File: src/rtl/tlb_tagged_pkg.sv
// Shared types and default sizing for the thread-tagged TLB.
package tlb_tagged_pkg;

    localparam int unsigned n_tlb_entries = 4;

    localparam int unsigned VpnW = 20;
    localparam int unsigned PpnW = 8;
    localparam int unsigned TidW = 3;
    localparam int unsigned CntW = 16;

    typedef logic [VpnW-1:0] vpn_t;
    typedef logic [PpnW-1:0] ppn_t;
    typedef logic [TidW-1:0] threadid_t;

    // Entry layout at the default sizing; the parametrised block mirrors this shape.
    typedef struct packed {
        logic      valid;
        threadid_t tid;
        vpn_t      vpn;
        ppn_t      ppn;
    } tlb_entry_t;

endpackage

File: src/rtl/tlb_victim_sel.sv
// Picks the entry a write lands in: matching entry, else lowest free, else round-robin victim.
module tlb_victim_sel
    import tlb_tagged_pkg::*;
#(
    parameter int unsigned N_ENTRIES = n_tlb_entries,
    localparam int unsigned IdxW = $clog2(N_ENTRIES)
) (
    input  logic [N_ENTRIES-1:0] valid_i,
    input  logic [N_ENTRIES-1:0] match_i,
    input  logic [IdxW-1:0]      ptr_i,
    output logic [IdxW-1:0]      idx_o,
    output logic                 advance_o
);

    // Later loops override earlier ones, so a match beats a free slot beats the pointer.
    always_comb begin
        idx_o     = ptr_i;
        advance_o = 1'b1;
        for (int i = N_ENTRIES - 1; i >= 0; i--) begin
            if (!valid_i[i]) begin
                idx_o     = IdxW'(i);
                advance_o = 1'b0;
            end
        end
        for (int i = N_ENTRIES - 1; i >= 0; i--) begin
            if (match_i[i]) begin
                idx_o     = IdxW'(i);
                advance_o = 1'b0;
            end
        end
    end

endmodule

File: src/rtl/tlb_tagged.sv
// Fully associative, thread-tagged TLB with 1-cycle lookup, selective flush,
// round-robin replacement and a saturating miss counter.
module tlb_tagged
    import tlb_tagged_pkg::*;
#(
    parameter int unsigned N_ENTRIES = n_tlb_entries,
    parameter int unsigned VPN_W     = VpnW,
    parameter int unsigned PPN_W     = PpnW,
    parameter int unsigned TID_W     = TidW,
    parameter int unsigned CNT_W     = CntW
) (
    input  logic             clk,
    input  logic             rst_n,
    input  logic             lookup_valid,
    input  logic [VPN_W-1:0] lookup_vpn,
    input  logic [TID_W-1:0] lookup_tid,
    input  logic             supervisor,
    output logic             resp_valid,
    output logic             resp_hit,
    output logic             resp_miss,
    output logic [PPN_W-1:0] resp_ppn,
    input  logic             write_en,
    input  logic [VPN_W-1:0] write_vpn,
    input  logic [PPN_W-1:0] write_ppn,
    input  logic [TID_W-1:0] write_tid,
    input  logic             flush_en,
    input  logic             flush_all,
    input  logic [TID_W-1:0] flush_tid,
    output logic [CNT_W-1:0] miss_count
);

    localparam int unsigned IdxW = $clog2(N_ENTRIES);

    typedef struct packed {
        logic             valid;
        logic [TID_W-1:0] tid;
        logic [VPN_W-1:0] vpn;
        logic [PPN_W-1:0] ppn;
    } entry_t;

    entry_t entry_q [N_ENTRIES];
    entry_t entry_d [N_ENTRIES];

    logic [IdxW-1:0]      ptr_q, ptr_d;
    logic [N_ENTRIES-1:0] valid_vec, lk_match, wr_match;
    logic                 lk_hit;
    logic [PPN_W-1:0]     lk_ppn;
    logic [IdxW-1:0]      wr_idx;
    logic                 wr_advance;

    logic             resp_valid_q, resp_valid_d;
    logic             resp_hit_q, resp_hit_d;
    logic             resp_miss_q, resp_miss_d;
    logic [PPN_W-1:0] resp_ppn_q, resp_ppn_d;
    logic [CNT_W-1:0] miss_count_q, miss_count_d;

    // CAM compare against current contents for both the lookup and the write ports.
    always_comb begin
        lk_ppn = '0;
        for (int i = 0; i < N_ENTRIES; i++) begin
            valid_vec[i] = entry_q[i].valid;
            lk_match[i]  = entry_q[i].valid && (entry_q[i].vpn == lookup_vpn)
                           && (entry_q[i].tid == lookup_tid);
            wr_match[i]  = entry_q[i].valid && (entry_q[i].vpn == write_vpn)
                           && (entry_q[i].tid == write_tid);
            // At most one entry matches, so OR-ing the selected ppns is a mux.
            if (lk_match[i]) begin
                lk_ppn = lk_ppn | entry_q[i].ppn;
            end
        end
        lk_hit = |lk_match;
    end

    tlb_victim_sel #(
        .N_ENTRIES (N_ENTRIES)
    ) u_victim_sel (
        .valid_i   (valid_vec),
        .match_i   (wr_match),
        .ptr_i     (ptr_q),
        .idx_o     (wr_idx),
        .advance_o (wr_advance)
    );

    // Response and miss-counter next state, from pre-update contents.
    always_comb begin
        resp_valid_d = lookup_valid;
        resp_hit_d   = 1'b0;
        resp_miss_d  = 1'b0;
        resp_ppn_d   = '0;
        miss_count_d = miss_count_q;
        if (lookup_valid) begin
            if (supervisor) begin
                resp_hit_d = 1'b1;
                resp_ppn_d = lookup_vpn[PPN_W-1:0];
            end else if (lk_hit) begin
                resp_hit_d = 1'b1;
                resp_ppn_d = lk_ppn;
            end else begin
                resp_miss_d = 1'b1;
                if (miss_count_q != '1) begin
                    miss_count_d = miss_count_q + CNT_W'(1);
                end
            end
        end
    end

    // Entry array next state; flush wins and drops any concurrent write.
    always_comb begin
        ptr_d = ptr_q;
        for (int i = 0; i < N_ENTRIES; i++) begin
            entry_d[i] = entry_q[i];
        end
        if (flush_en) begin
            for (int i = 0; i < N_ENTRIES; i++) begin
                if (flush_all || (entry_q[i].tid == flush_tid)) begin
                    entry_d[i].valid = 1'b0;
                end
            end
        end else if (write_en) begin
            entry_d[wr_idx] = '{valid: 1'b1, tid: write_tid, vpn: write_vpn, ppn: write_ppn};
            if (wr_advance) begin
                ptr_d = ptr_q + IdxW'(1);
            end
        end
    end

    // State registers.
    always_ff @(posedge clk or negedge rst_n) begin
        if (!rst_n) begin
            for (int i = 0; i < N_ENTRIES; i++) begin
                entry_q[i] <= '0;
            end
            ptr_q        <= '0;
            resp_valid_q <= 1'b0;
            resp_hit_q   <= 1'b0;
            resp_miss_q  <= 1'b0;
            resp_ppn_q   <= '0;
            miss_count_q <= '0;
        end else begin
            for (int i = 0; i < N_ENTRIES; i++) begin
                entry_q[i] <= entry_d[i];
            end
            ptr_q        <= ptr_d;
            resp_valid_q <= resp_valid_d;
            resp_hit_q   <= resp_hit_d;
            resp_miss_q  <= resp_miss_d;
            resp_ppn_q   <= resp_ppn_d;
            miss_count_q <= miss_count_d;
        end
    end

    assign resp_valid = resp_valid_q;
    assign resp_hit   = resp_hit_q;
    assign resp_miss  = resp_miss_q;
    assign resp_ppn   = resp_ppn_q;
    assign miss_count = miss_count_q;

endmodule

File: config.mk
export PLATFORM = sky130hd
export DESIGN_NAME = tlb_tagged
export DESIGN_NICKNAME = d
export VERILOG_FILES = /design/src/rtl/tlb_tagged_pkg.sv /design/src/rtl/tlb_victim_sel.sv /design/src/rtl/tlb_tagged.sv
export SDC_FILE = /design/constraint.sdc
export NUM_CORES = 1
export LEC_CHECK = 0
export BUFFER_PORTS_ARGS = -buffer_cell sky130_fd_sc_hd__buf_2
export CORE_AREA = 8 8 128 249
export CTS_CLUSTER_SIZE = 40
export DETAILED_ROUTE_END_ITERATION = 16
export DIE_AREA = 0 0 136 257
export PLACE_DENSITY_LB_ADDON = 0.25
export SETUP_SLACK_MARGIN = 0.5
export SYNTH_ARGS = -nofsm -noshare
export SYNTH_HDL_FRONTEND = slang
export SYNTH_SLANG_ARGS = --single-unit
File: constraint.sdc
create_clock -name clk -period 2.2 [get_ports clk]
set_input_delay 0.66 -clock clk [delete_from_list [all_inputs] [get_ports clk]]
set_output_delay 0.66 -clock clk [all_outputs]
set_load 0.005 [all_outputs]
==> flow_summary_export.csv <==
group,metric,value,unit
floorplan,die-width,136,um
floorplan,dieHeight,257,um
yosys,syn_inst,729,
detailed_routing,dr.pass1.iters,5,
grt,grt_pass1_wl,47300,um
sta,setup-violations-final,154,
placed_design,dp_cells,1331,
cells_and_area,final_cell_area,13200,um^2
yosys,synthAdderAreaFrac,0.143,%
grt,grt.overflow.total,0,
status,violations,"negative setup slack",
worst_setup_path,required,2.53,ns
yosys,synth_ff_type,"dfrtp_1",
power_and_ir_drop,ir_drop,0.717,mV
floorplan,start_util,30.5,%
worst_setup_path,r2r_setup_slack,-0.59,ns
yosys,synth_mux_area_share,17.5,%
cts,numCtsBuffers,17,
floorplan,rows,88,
power_and_ir_drop,power.density,1200,nW/um^2
sta,finalWorstSetupSlack,-0.595,ns
yosys,ys_seq_elements,157,
cts,clk_latency,0.44,ns
cts,clk_pin_slew_worst_paths,0.07,ns
detailed_routing,final_antenna_net_count,0,
sta,skew,0.0117,ns
grt,antenna_found_initial,0,
worst_setup_path,worstSetupPathType,"in -> reg",
worst_setup_path,endpoint_kind,"flop",
cells_and_area,drive_gt1_share,54.9,%
yosys,synth_fp_nets,794,
placed_design,dp_hpwl,23100,um
status,status,"complete, but fails checks",
placed_design,postPlaceCellArea,11500,um^2
power_and_ir_drop,p_leak,6.19,nW
yosys,synth.cell_area,8740,um^2
cells_and_area,fillCellCount,2642,
yosys,async_flop_share,100,%
cells_and_area,stdcell_count,1403,
sta,rsz0062_at_grt,"yes",
sta,fmax,358,MHz
sta,fin_crit,2.80,ns
worst_setup_path,rr_worst_depth,12,
yosys,yosys.area_share.xor_xnor,21.1,%
power_and_ir_drop,p_int,10.4,mW
worst_setup_path,cp-start-kind,"input pin",
power_and_ir_drop,seq_power_share,32.4,%
cts,cts-htree-levels,4,
cts,hold_buffers,0,
worst_setup_path,crit_fanout,7,
worst_hold_path,hold_class,"in -> async",
cts,cts_sinks,157,
power_and_ir_drop,sw_frac_of_total,34.6,%
detailed_routing,vias,6867,
cells_and_area,num-nets-final,1095,
worst_setup_path,crit_arrival,3.12,ns
power_and_ir_drop,power.total,15.9,mW
yosys,ys_seq_area_share,44.9,%
detailed_routing,wirelength,31000,um
cells_and_area,synthToLayoutAreaGrowth,51.4,%
detailed_routing,drt_iter0_drc,372,
grt,track_usage,18.2,%
detailed_routing,avgViaCountPerCell,4.89,
sta,worst_pin_slew,0.522,ns
grt,grt_max_degree,50,
power_and_ir_drop,combPwrFrac,47.9,%
yosys,syn_area_per_cell,12.0,um^2
cells_and_area,multi_input_area,5340,um^2
yosys,synth_edf_count,0,
sta,finalMaxSlewViolations,0,
placed_design,io_buffers,90,
sta,maxSlewHeadroom,65.2,%
sta,fin_crit_sh,127,%
placed_design,gp_congestion,0.922,
floorplan,core,28600,um^2
power_and_ir_drop,switching_power,5.48,mW
cts,clockBufferDepth,2,
sta,hold_violations,0,
yosys,synth_top_family_by_area,"XOR/XNOR gates",
cells_and_area,n_antenna_cell,0,
floorplan,die-area,35000,um^2
worst_setup_path,r2r_end,"entry_q[44]",
yosys,synth_compound_area_share,4.14,%
detailed_routing,detail_route.wl_per_cell,22.1,um
grt,grt_pass1_vias,7556,
yosys,synth_cell_types,41,
run,drv_cap,0,
power_and_ir_drop,clkPwrFrac,19.7,%
yosys,synth_warnings,0,
cts,tritoncts,"yes",
detailed_routing,route.detailed.drc,0,
cells_and_area,seq_area,3930,um^2
yosys,synth_simple_gate_area_share,8.63,%
floorplan,io_pins,91,
worst_setup_path,r2r-start,"entry_q[44]",
cts,ctsRootBufferMaster,"clkbuf_16",
[synthesized netlist by cell type (2+ instances only)]
| master | instances | area (um^2) |
|---|---|---|
| a2111oi_2 | 2 | 30.0 |
| a21o_1 | 2 | 15.0 |
| a22oi_1 | 16 | 120 |
| a31oi_1 | 8 | 50.1 |
| and2_1 | 3 | 18.8 |
| and3_1 | 4 | 25.0 |
| buf_2 | 35 | 175 |
| buf_4 | 6 | 45.0 |
| buf_6 | 3 | 33.8 |
| clkbuf_1 | 6 | 22.5 |
| dfrtp_1 | 157 | 3930 |
| inv_1 | 9 | 33.8 |
| mux2_1 | 5 | 56.3 |
| mux2_2 | 92 | 1040 |
| mux2_4 | 29 | 435 |
| nand2_1 | 14 | 52.6 |
| nand3_1 | 10 | 50.1 |
| nand4_1 | 33 | 206 |
| nor2_1 | 5 | 18.8 |
| nor3_1 | 13 | 65.1 |
| nor3_2 | 3 | 30.0 |
| nor3b_1 | 2 | 15.0 |
| nor4_1 | 31 | 194 |
| o21ai_0 | 14 | 70.1 |
| or3_1 | 2 | 12.5 |
| xnor2_1 | 100 | 876 |
| xor2_1 | 111 | 972 |
[worst max-delay path, cell delays in order]
cell and delay (ns):
buf_2 0.18, xor2_1 0.18, nor4_2 0.32, buf_4 0.18, nand4_1 0.15, a2111oi_4 0.31
a311oi_4 0.08, buf_6 0.15, nor3b_4 0.23, buf_6 0.15, buf_12 0.10, buf_16 0.13
mux2_4 0.30
[through the flow]
step           worst slack, ns  hold slack, ns  util, %  setup TNS, ns
2_1_floorplan           -0.585           0.364        -         -67.72
3_3_place_gp             -1.26           0.467     40.3        -158.68
3_5_place_dp             -1.25           0.457     40.3        -156.84
4_1_cts                 -0.570          0.0880     45.4         -65.71
5_1_grt                 -0.652           0.104     46.2         -81.25
6_report                -0.595           0.104     46.2         -69.09
[cells in the final DEF (no fill, tap or decap), drive strengths merged]
cell type	netlist	layout
buf	44	331
dfrtp	157	157
mux2	126	126
xor2	111	111
xnor2	100	100
nand4	33	33
nor4	32	32
clkbuf	6	18
nor3	16	16
a22oi	16	16
o21ai	15	15
nand2	14	14
inv	9	13
nand3	11	11
a31oi	8	8
clkinv	0	5
nor2	5	5
and3	4	4
bufinv	0	3
clkinvlp	0	3
and2	3	3
nor3b	3	3
a21o	2	2
a2111oi	2	2
or3	2	2
a21oi	2	2
a21bo	1	1
or4b	1	1
a311oi	1	1
o211ai	1	1
nand2b	1	1
o21bai	1	1
nand4b	1	1
ha	1	1
[what timing repair did]
action,in CTS,in global routing
pin swaps,34,23
gates cloned,7,0
resized for setup,85,36
setup endpoints to repair,162,162
setup buffers,24,9
[flip-flops by register name, summed over array words and instances (netlist names)]
name and cells:
resp_hit 1, ptr_q 2, entry_q 128, resp_miss 1
resp_ppn 8, miss_count 16, resp_valid 1
[kinds of logic (layout without fill, tap and decap cells)]
kind of cell	Yosys count	after routing
muxes	126	126
and+or+nand+nor	126	126
DFF	157	157
buffers and inverters	59	373
xor gates and xnor gates	211	211
adders and majority gates	1	1
AOI/OAI and AO/OA	49	49
[layout make-up]
cell class	instances	share of cell area (%)
multi-input cells	513	40.3
flip-flops and latches	157	29.7
repair buffers	332	21.7
well taps	360	3.40
clock buffers	17	3.21
clock inverters	15	1.42
inverters	9	0.255
[power groups by stage]
stage	Combinational (mW)	Clock (mW)	Sequential (mW)
2_1_floorplan	3.56	0	5.18
3_3_place_gp	6.73	0	5.06
3_5_place_dp	6.81	0	5.07
4_1_cts	7.42	3.18	5.10
5_1_grt	8.05	3.29	5.28
6_report	7.59	3.13	5.14
[worst max path at each step]
stage | from | to | slack, ns | cells after the start
after CTS | entry_q[44] | entry_q[46] | -0.57 | 11
after global placement | write_vpn[2] | entry_q[109] | -1.26 | 11
final | write_vpn[4] | entry_q[44] | -0.60 | 13
after floorplan | write_vpn[6] | entry_q[64] | -0.59 | 9
after global routing | entry_q[104] | entry_q[44] | -0.65 | 12
after detailed placement | write_vpn[2] | entry_q[118] | -1.25 | 11
[layer usage]
layer,vias up,part of all wire (%),global-route usage (%)
met4,0,4.0,8.32
met5,-,0,0
met1,3478,43,22.9
met3,58,3.8,3.47
li1,3162,-,-
met2,169,49,29.3
Note: power is estimated with default switching activity, not from simulation.
